## config.mk

```make
export PLATFORM = sky130hd
export DESIGN_NAME = y_mc_ctrl
export DESIGN_NICKNAME = d
export VERILOG_FILES = /design/src/rtl/y_mc_ctrl.sv
export SDC_FILE = /design/constraint.sdc
export NUM_CORES = 1
export LEC_CHECK = 0
export CORE_MARGIN = 3
export CORE_UTILIZATION = 50
export CTS_CLUSTER_DIAMETER = 80
export CTS_CLUSTER_SIZE = 25
export DETAILED_ROUTE_END_ITERATION = 10
export PLACE_DENSITY = 0.89
export RECOVER_POWER = 25
export SYNTH_ARGS = -nofsm -noshare
export SYNTH_HDL_FRONTEND = slang
export SYNTH_SLANG_ARGS = --single-unit
```

## constraint.sdc

```tcl
create_clock -name clk -period 10.4 [get_ports clk]
set_input_delay 2.08 -clock clk [delete_from_list [all_inputs] [get_ports clk]]
set_output_delay 2.08 -clock clk [all_outputs]
set_load 0.01 [all_outputs]
```

## src/rtl/y_mc_ctrl.sv

```systemverilog
// Multi-cycle control sequencer: owns the PC, latches and decodes instructions,
// and walks FETCH/DECODE/EXEC/MEM/WB to drive the datapath stages.
module y_mc_ctrl #(
   parameter logic [31:0] RESET_PC  = 32'd128,
   parameter logic [31:0] MAX_INSTR = 32'd0
) (
   input  logic        clk,
   input  logic        rst_n,
   input  logic [31:0] ins,
   input  logic [31:0] imm,
   input  logic        zero,
   output logic [31:0] pc,
   output logic [31:0] ir,
   output logic        RegDst,
   output logic        RegWrite,
   output logic        ALUSrc,
   output logic        MemRead,
   output logic        MemWrite,
   output logic        Mem2Reg,
   output logic [2:0]  op,
   output logic [2:0]  state,
   output logic [31:0] icount,
   output logic        halted,
   output logic        bad_op
);

   typedef enum logic [2:0] {
      S_FETCH  = 3'd0,
      S_DECODE = 3'd1,
      S_EXEC   = 3'd2,
      S_MEM    = 3'd3,
      S_WB     = 3'd4,
      S_HALT   = 3'd5
   } state_t;

   typedef enum logic [2:0] {
      C_R,
      C_ADDI,
      C_LW,
      C_SW,
      C_BEQ,
      C_J,
      C_BAD
   } class_t;

   state_t      cur_state;
   state_t      next_state;
   class_t      cls;
   logic [2:0]  r_op;
   logic        active;
   logic        retire;
   logic        bad_hit;
   logic [31:0] pc4;
   logic [31:0] br_tgt;
   logic [31:0] next_pc;
   logic [31:0] icount_inc;

   // Instruction class and R-type ALU op come straight from the latched ir.
   always_comb begin
      cls  = C_BAD;
      r_op = 3'b010;
      case (ir[31:26])
         6'h00: begin
            case (ir[5:0])
               6'h20: begin cls = C_R; r_op = 3'b010; end
               6'h22: begin cls = C_R; r_op = 3'b110; end
               6'h24: begin cls = C_R; r_op = 3'b000; end
               6'h25: begin cls = C_R; r_op = 3'b001; end
               6'h2a: begin cls = C_R; r_op = 3'b111; end
               default: cls = C_BAD;
            endcase
         end
         6'h08:   cls = C_ADDI;
         6'h23:   cls = C_LW;
         6'h2b:   cls = C_SW;
         6'h04:   cls = C_BEQ;
         6'h02:   cls = C_J;
         default: cls = C_BAD;
      endcase
   end

   // Datapath controls hold reset defaults in FETCH, HALT and for illegal encodings.
   always_comb begin
      RegDst   = 1'b0;
      ALUSrc   = 1'b1;
      op       = 3'b010;
      Mem2Reg  = 1'b0;
      MemRead  = 1'b0;
      MemWrite = 1'b0;
      RegWrite = 1'b0;
      active   = (cur_state == S_DECODE || cur_state == S_EXEC ||
                  cur_state == S_MEM    || cur_state == S_WB) && (cls != C_BAD);
      if (active) begin
         case (cls)
            C_R: begin
               RegDst = 1'b1;
               ALUSrc = 1'b0;
               op     = r_op;
            end
            C_LW:    Mem2Reg = 1'b1;
            C_BEQ: begin
               ALUSrc = 1'b0;
               op     = 3'b110;
            end
            default: ;
         endcase
         MemRead  = (cur_state == S_MEM || cur_state == S_WB) && (cls == C_LW);
         MemWrite = (cur_state == S_MEM) && (cls == C_SW);
         RegWrite = (cur_state == S_WB);
      end
   end

   assign pc4        = pc + 32'd4;
   assign br_tgt     = pc4 + (imm << 2);
   assign icount_inc = icount + 32'd1;

   always_comb begin
      case (cls)
         C_BEQ:   next_pc = zero ? br_tgt : pc4;
         C_J:     next_pc = {pc4[31:28], ir[25:0], 2'b00};
         default: next_pc = pc4;
      endcase
   end

   // Retirement happens on the edge leaving each class's final state.
   always_comb begin
      next_state = cur_state;
      retire     = 1'b0;
      bad_hit    = 1'b0;
      case (cur_state)
         S_FETCH: next_state = S_DECODE;
         S_DECODE: begin
            if (cls == C_BAD) begin
               next_state = S_HALT;
               bad_hit    = 1'b1;
            end else begin
               next_state = S_EXEC;
            end
         end
         S_EXEC: begin
            case (cls)
               C_BEQ, C_J: retire     = 1'b1;
               C_LW, C_SW: next_state = S_MEM;
               default:    next_state = S_WB;
            endcase
         end
         S_MEM: begin
            if (cls == C_LW) next_state = S_WB;
            else             retire     = 1'b1;
         end
         S_WB:    retire     = 1'b1;
         S_HALT:  next_state = S_HALT;
         default: next_state = S_FETCH;
      endcase
      if (retire) begin
         if (MAX_INSTR != 32'd0 && icount_inc == MAX_INSTR) next_state = S_HALT;
         else                                                next_state = S_FETCH;
      end
   end

   always_ff @(posedge clk or negedge rst_n) begin
      if (!rst_n) begin
         cur_state <= S_FETCH;
         pc        <= RESET_PC;
         ir        <= 32'd0;
         icount    <= 32'd0;
         bad_op    <= 1'b0;
      end else begin
         cur_state <= next_state;
         if (cur_state == S_FETCH) ir <= ins;
         if (retire) begin
            pc     <= next_pc;
            icount <= icount_inc;
         end
         if (bad_hit) bad_op <= 1'b1;
      end
   end

   assign state  = cur_state;
   assign halted = (cur_state == S_HALT);

endmodule
```

==> impl_metrics.sql, run 1 <==
INSERT INTO impl_metrics (metric_group, metric, value, unit) VALUES
('critical_path', 'cp-end-kind', 'register', ''),
('layout', 'syn_to_final_growth', '31.5', '%'),
('power_and_ir_drop', 'netSwitchingFraction', '0.413', ''),
('global_routing', 'gr-usage-all-layers', '0.254', ''),
('clocking', 'clock_sinks', '98', ''),
('logic_synthesis', 'async_flop_share', '1.00', ''),
('logic_synthesis', 'synthesis.area_per_instance', '9.09', 'µm²'),
('sta', 'final_hold_viol_count', '0', ''),
('logic_synthesis', 'yosys-top-cells-area', 'sky130_fd_sc_hd__dfrtp_1 36%, sky130_fd_sc_hd__xnor2_1 7.8%, sky130_fd_sc_hd__ha_1 6.7%, sky130_fd_sc_hd__mux2_2 5.2%, sky130_fd_sc_hd__nor2_1 4.0%', ''),
('route', 'num_vias', '6257', ''),
('route', 'number_of_vias_per_cell', '5.83', ''),
('sta', 'layout_min_cycle_time', '5.10', 'ns'),
('sta', 'worst_slew_margin_rel', '-0.242', ''),
('route', 'routedWlPerCell', '17.3', 'µm'),
('clocking', 'clk_root_buffer_cell', 'sky130_fd_sc_hd__clkbuf_16', ''),
('route', 'initialDrtViolationCount', '504', ''),
('critical_path', 'critPathArrivalTime', '5.32', 'ns'),
('logic_synthesis', 'post_syn_instances', '739', ''),
('clocking', 'clock_tree.htree_level_count', '3', ''),
('logic_synthesis', 'post-synth-top-area-cell', 'sky130_fd_sc_hd__dfrtp_1', ''),
('sta', 'clock_skew', '0.00956', 'ns'),
('route', 'final_antenna_net_count', '0', ''),
('power_and_ir_drop', 'p_int', '0.00128', 'W'),
('clocking', 'hold_fix_buffers_at_cts', '0', ''),
('job', 'max_capacitance_violation_total', '1', ''),
('route', 'drc', '0', ''),
('run_status', 'violated_checks', 'max-capacitance violations, max-slew violations', ''),
('worst_hold_path', 'min_from', 'bad_op', ''),
('logic_synthesis', 'synthFlopType', 'sky130_fd_sc_hd__dfrtp_1', ''),
('clocking', 'cts_setup_buffers', '0', ''),
('power_and_ir_drop', 'comb_power_share', '0.530', ''),
('route', 'drt_first_pass_iters', '5', ''),
('clocking', 'clock_tree.buffer_depth', '2', ''),
('sta', 'finalSetupViolCount', '0', ''),
('power_and_ir_drop', 'pwr_density_cell', '246', 'nW/µm²'),
('global_routing', 'wire_length_of_the_first_global_routing_pass', '30200', 'µm'),
('run_status', 'outcome', 'complete, but fails checks', ''),
('logic_synthesis', 'synth-edff-count', '0', ''),
('power_and_ir_drop', 'switching_power', '0.000896', 'W'),
('sta', 'fin_crit_sh', '0.491', ''),
('power_and_ir_drop', 'static_leak', '3.52', 'nW'),
('die', 'fp.dieW', '122', 'µm'),
('power_and_ir_drop', 'share_clk_of_total_power', '0.158', ''),
('die', 'chipHeight', '122', 'µm'),
('sta', 'slew_violations', '41', ''),
('clocking', 'insertion_delay', '0.35', 'ns'),
('die', 'starting_density_of_the_core', '0.522', ''),
('layout', 'nets', '1000', ''),
('critical_path', 'worst-path-max-fanout', '4', ''),
('critical_path', 'critPathLaunchType', 'primary input', ''),
('die', 'dieArea', '14900', 'µm²'),
('logic_synthesis', 'synth.yosys.warnings', '0', ''),
('place', 'gp_congestion', '0.922', ''),
('place', 'placement.io_buffers', '172', ''),
('logic_synthesis', 'syn_area', '6720', 'µm²'),
('critical_path', 'path_class', 'in -> reg', ''),
('global_routing', 'vias_in_the_first_global_route', '6115', ''),
('logic_synthesis', 'yosysUniqueCellTypes', '69', ''),
('sta', 'max_freq', '196', 'MHz'),
('logic_synthesis', 'synth-seq-cells', '98', ''),
('route', 'final_wl', '18600', 'µm'),
('clocking', 'path_clk_slew', '0.07', 'ns'),
('power_and_ir_drop', 'fin_total_pwr', '0.00217', 'W'),
('critical_path', 'critical_path_required', '10.62', 'ns'),
('die', 'std_cell_rows', '41', ''),
('worst_hold_path', 'min_path_type', 'reg -> reg', ''),
('logic_synthesis', 'synth_seq_area_share', '0.365', ''),
('logic_synthesis', 'netlist.area_leader.share', '0.361', ''),
('global_routing', 'maximum_number_of_pins_on_one_net_before_global_route_repair', '76', ''),
('sta', 'unrepaired_setup_endpoints_after_global_routing', 'false', ''),
('layout', 'most-common-layout-cells', '140 x sky130_fd_sc_hd__clkdlybuf4s50_1, 97 x sky130_fd_sc_hd__dfrtp_1, 72 x sky130_fd_sc_hd__nor2_1', '');
==> metal layers <==
metal,up-vias,GRT usage,share of wire
li1,3027,-,-
met1,2958,0.340,0.44
met2,239,0.415,0.48
met3,33,0.0534,0.065
met4,0,0.0784,0.019
met5,-,0,0
==> final cells by class <==
class | instances | area, µm²
Tap cell | 172 | 215
Sequential cell | 98 | 2450
Clock inverter | 6 | 72.6
Timing Repair Buffer | 178 | 1750
Multi-Input combinational cell | 586 | 4020
Clock buffer | 10 | 229
Fill cell | 1013 | 4050
Inverter | 23 | 86.3
==> synthesized netlist by cell type, drive strengths merged, types with 9 or more instances <==
library cell	instances
a222oi	12
a221oi	11
clkbuf	26
mux2	31
xor2	23
a21o	15
nor2	72
inv	23
dfrtp	97
nand2	59
nand4	13
ha	36
a21oi	53
nor3	13
nand3	42
and3	13
a31oi	9
o21ai	22
xnor2	60
==> power by group through the flow <==
stage / registers (W) / logic [W] / clock network (W)
after floorplan: 0.000678 / 0.000702 / 0
after global placement: 0.000683 / 0.00113 / 0
after detailed placement: 0.000686 / 0.00115 / 0
after CTS: 0.000681 / 0.00116 / 0.000353
after global routing: 0.000701 / 0.00127 / 0.000366
final: 0.000678 / 0.00115 / 0.000343
==> logic make-up (layout without fill, tap and decap cells) <==
family,after synthesis,count (layout),synth area share
compound gates,180,180,0.184
xor+xnor,83,83,0.108
fa+ha+maj,38,38,0.0715
buf+inv,56,217,0.0326
flops,98,98,0.365
mux,34,34,0.0565
other cells,1,2,0.000558
simple gates,249,249,0.181
==> stage by stage <==
stage	setup slack, ns	std cells	utilization	area [µm²]
2_1_floorplan	6.01	740	-	6720
3_3_place_gp	5.03	1057	0.667	8580
3_5_place_dp	4.99	1057	0.667	8580
4_1_cts	5.34	1073	0.690	8880
5_1_grt	5.02	1073	0.686	8830
6_report	5.30	1073	0.686	8830
==> final timing paths <==
kind	endpoint	slack, ns	depth (start not counted)
worst max-delay path	pc[30]	5.30	13
worst min-delay path	bad_op	0.48	1
worst max register to register	pc[31]	5.83	15
worst min register to register	bad_op	0.48	1
max in group asynchronous	pc[31]	6.73	2
min in group asynchronous	icount[31]	2.03	1
==> worst max-delay path, cell delays in order <==
cell and delay, ns:
sky130_fd_sc_hd__clkdlybuf4s50_1 0.47, sky130_fd_sc_hd__ha_1 0.20, sky130_fd_sc_hd__inv_1 0.07, sky130_fd_sc_hd__fa_1 0.40, sky130_fd_sc_hd__nor2b_1 0.12, sky130_fd_sc_hd__o21ai_0 0.11, sky130_fd_sc_hd__a21boi_0 0.38, sky130_fd_sc_hd__o311ai_0 0.31
sky130_fd_sc_hd__a21oi_1 0.23, sky130_fd_sc_hd__a311oi_1 0.08, sky130_fd_sc_hd__a311oi_1 0.56, sky130_fd_sc_hd__o2111ai_1 0.16, sky130_fd_sc_hd__o311a_1 0.16
==> flip-flops by register name (all words and copies together), names as in the netlist <==
name	count
pc	30
ir	32
state	3
icount	32
bad_op	1
Power figures use the tool's default switching activity.
==> run 2: changes to the inputs <==
- clock period: 10.4 -> 5.08 ns (I/O delays scaled with it)
==> impl_metrics.sql, run 2 (same netlist as run 1, synthesis figures left out) <==
INSERT INTO impl_metrics (metric_group, metric, value, unit) VALUES
('sta', 'timing_worst_slew_pin_value', '3.28', 'ns'),
('place', 'gp_congestion', '0.909', ''),
('critical_path', 'path_class', 'reg -> reg', ''),
('clocking', 'clock_tree.htree_level_count', '3', ''),
('place', 'dpl-instance-area', '8600', 'µm²'),
('die', 'chipHeight', '122', 'µm'),
('critical_path', 'crit_path_cell_trace', 'ha_1 > nand4_1 > nor2_1 > nand4_1 > xnor2_1 > ha_1 > a21o_1 > a211oi_1 > o2111ai_1 > a2111oi_0 > o41ai_1 > a41oi_1 > o21bai_1 > xnor2_1 > a21oi_1', ''),
('sta', 'final.setup.tns', '0', 'ns'),
('power_and_ir_drop', 'pwr_density_cell', '507', 'nW/µm²'),
('clocking', 'cts_setup_buffers', '0', ''),
('global_routing', 'grt_antenna_before_repair', '0', ''),
('clocking', 'tritoncts', 'built', ''),
('layout', 'nets', '1003', ''),
('run_status', 'violated_checks', 'max-capacitance violations, max-slew violations', ''),
('route', 'final_antenna_net_count', '0', ''),
('layout', 'drive_above_1_share', '0.0730', ''),
('route', 'num_vias', '6359', ''),
('critical_path', 'critPathArrivalTime', '4.81', 'ns'),
('layout', 'area.sequential', '2450', 'µm²'),
('power_and_ir_drop', 'ir_drop_worst_vdd', '0.306', 'mV'),
('clocking', 'clock_tree.buffer_depth', '2', ''),
('global_routing', 'grt_overflow', '0', ''),
('clocking', 'cts_resized', '0', ''),
('global_routing', 'vias_in_the_first_global_route', '6197', ''),
('clocking', 'hold_fix_buffers_at_cts', '0', ''),
('sta', 'max_freq', '220', 'MHz'),
('sta', 'finalSetupViolCount', '0', ''),
('route', 'initialDrtViolationCount', '631', ''),
('layout', 'most-common-layout-cells', '171 x sky130_fd_sc_hd__clkdlybuf4s50_1, 97 x sky130_fd_sc_hd__dfrtp_1, 71 x sky130_fd_sc_hd__nor2_1', ''),
('global_routing', 'maximum_number_of_pins_on_one_net_before_global_route_repair', '63', ''),
('die', 'starting_density_of_the_core', '0.522', ''),
('die', 'core_area', '12900', 'µm²'),
('die', 'fp.dieW', '122', 'µm'),
('die', 'dieArea', '14900', 'µm²'),
('worst_hold_path', 'min_path_type', 'reg -> reg', ''),
('clocking', 'cts_buffers', '9', ''),
('sta', 'finalHoldWorstSlack', '0.474', 'ns'),
('critical_path', 'worst-path-max-fanout', '5', ''),
('critical_path', 'regToRegSetupSlack', '0.53', 'ns'),
('sta', 'worst_slew_margin_rel', '-1.19', ''),
('layout', 'commonest_non_fill_non_tap_cell_in_the_layout', 'sky130_fd_sc_hd__clkdlybuf4s50_1', ''),
('route', 'drc', '0', ''),
('route', 'number_of_vias_per_cell', '5.91', ''),
('power_and_ir_drop', 'fin_total_pwr', '0.00451', 'W'),
('route', 'final_wl', '18900', 'µm'),
('job', 'max_capacitance_violation_total', '2', ''),
('sta', 'unrepaired_setup_endpoints_after_global_routing', 'false', ''),
('critical_path', 'critical_path_required', '5.34', 'ns'),
('critical_path', 'critPathLaunchType', 'register', ''),
('clocking', 'clk_root_buffer_cell', 'sky130_fd_sc_hd__clkbuf_16', ''),
('place', 'placement.io_buffers', '172', ''),
('sta', 'clock_skew', '0.0109', 'ns'),
('sta', 'final_hold_viol_count', '0', ''),
('sta', 'fin_crit_sh', '0.896', ''),
('layout', 'syn_to_final_growth', '32.4', '%'),
('die', 'design.portCount', '177', ''),
('critical_path', 'timing.critical_path.slowest_cell_delay', '0.69', 'ns'),
('critical_path', 'cpMaxStageDelayCell', 'sky130_fd_sc_hd__a2111oi_0', ''),
('power_and_ir_drop', 'static_leak', '3.54', 'nW'),
('layout', 'diodes', '0', ''),
('route', 'routedWlPerCell', '17.6', 'µm'),
('sta', 'slew_violations', '97', ''),
('clocking', 'path_clk_slew', '0.07', 'ns'),
('sta', 'layout_min_cycle_time', '4.55', 'ns'),
('layout', 'largest_registers', 'icount: 32 flops, ir: 32 flops, pc: 30 flops', ''),
('clocking', 'insertion_delay', '0.35', 'ns'),
('route', 'drt_first_pass_iters', '6', ''),
('layout', 'nFillCells', '955', ''),
('global_routing', 'gr-usage-all-layers', '0.262', ''),
('place', 'dpl.hpwl', '14100', 'µm'),
('clocking', 'clock_sinks', '98', ''),
('layout', 'post-route-util', '0.691', ''),
('global_routing', 'wire_length_of_the_first_global_routing_pass', '31200', 'µm'),
('die', 'std_cell_rows', '41', ''),
('run_status', 'outcome', 'complete, but fails checks', ''),
('critical_path', 'cp-end-kind', 'register', ''),
('layout', 'area_of_the_multi_input_gates', '4060', 'µm²'),
('layout', 'layout.cell_area.non_filler', '8890', 'µm²');
## run 2: critical path, delay by kind of cell (launching register included)
| kind | cells | cell delay [ns] |
|---|---|---|
| AO/OA/AOI/OAI | 8 | 2.39 |
| XOR/XNOR | 2 | 0.39 |
| adder cells (fa/ha/maj) | 2 | 0.65 |
| flip-flops | 1 | 0.43 |
| AND/OR/NAND/NOR | 3 | 0.61 |
## run 2: power by group
part	total, W	switching (W)	internal [W]
logic	0.00240	0.00118	0.00122
clock network	0.000707	0.000317	0.000390
registers	0.00140	0.000378	0.00102
total	0.00451	0.00188	0.00263
## run 2: through the flow
stage               std cells  worst slack, ns
floorplan                 740             1.44
global route             1076            0.185
detailed placement       1060            0.699
CTS                      1076            0.734
finish                   1076            0.530
global placement         1060            0.817
## run 2: cell type report
cell class / instances / area share
multi-input combinational: 586 / 0.456
inverter: 23 / 0.00971
clock buffer: 10 / 0.0257
tap: 172 / 0.0242
sequential: 98 / 0.276
timing repair buffer: 181 / 0.200
clock inverter: 6 / 0.00816
## run 2: worst paths after layout
| kind | from | endpoint | cells past startpoint |
|---|---|---|---|
| setup / recovery | pc[3] | pc[29] | 15 |
| hold / removal | icount[31] | icount[31] | 1 |
| setup reg to reg | pc[3] | pc[29] | 15 |
| hold reg to reg | icount[31] | icount[31] | 1 |
| max in group asynchronous | rst_n | pc[25] | 1 |
| min in group asynchronous | rst_n | icount[27] | 1 |
## run 2: metal layers
| layer | track usage | part of all wire | vias up |
|---|---|---|---|
| met5 | 0 | 0 | - |
| met2 | 0.438 | 0.49 | 256 |
| met1 | 0.344 | 0.42 | 3030 |
| li1 | - | - | 3038 |
| met3 | 0.0520 | 0.067 | 35 |
| met4 | 0.0840 | 0.021 | 0 |
==> run 3: changes to the inputs <==
- SKIP_LAST_GASP: unset -> 1
==> results of run 3 <==
Same layout as run 2: the final DEF is identical, and so are final timing and power.
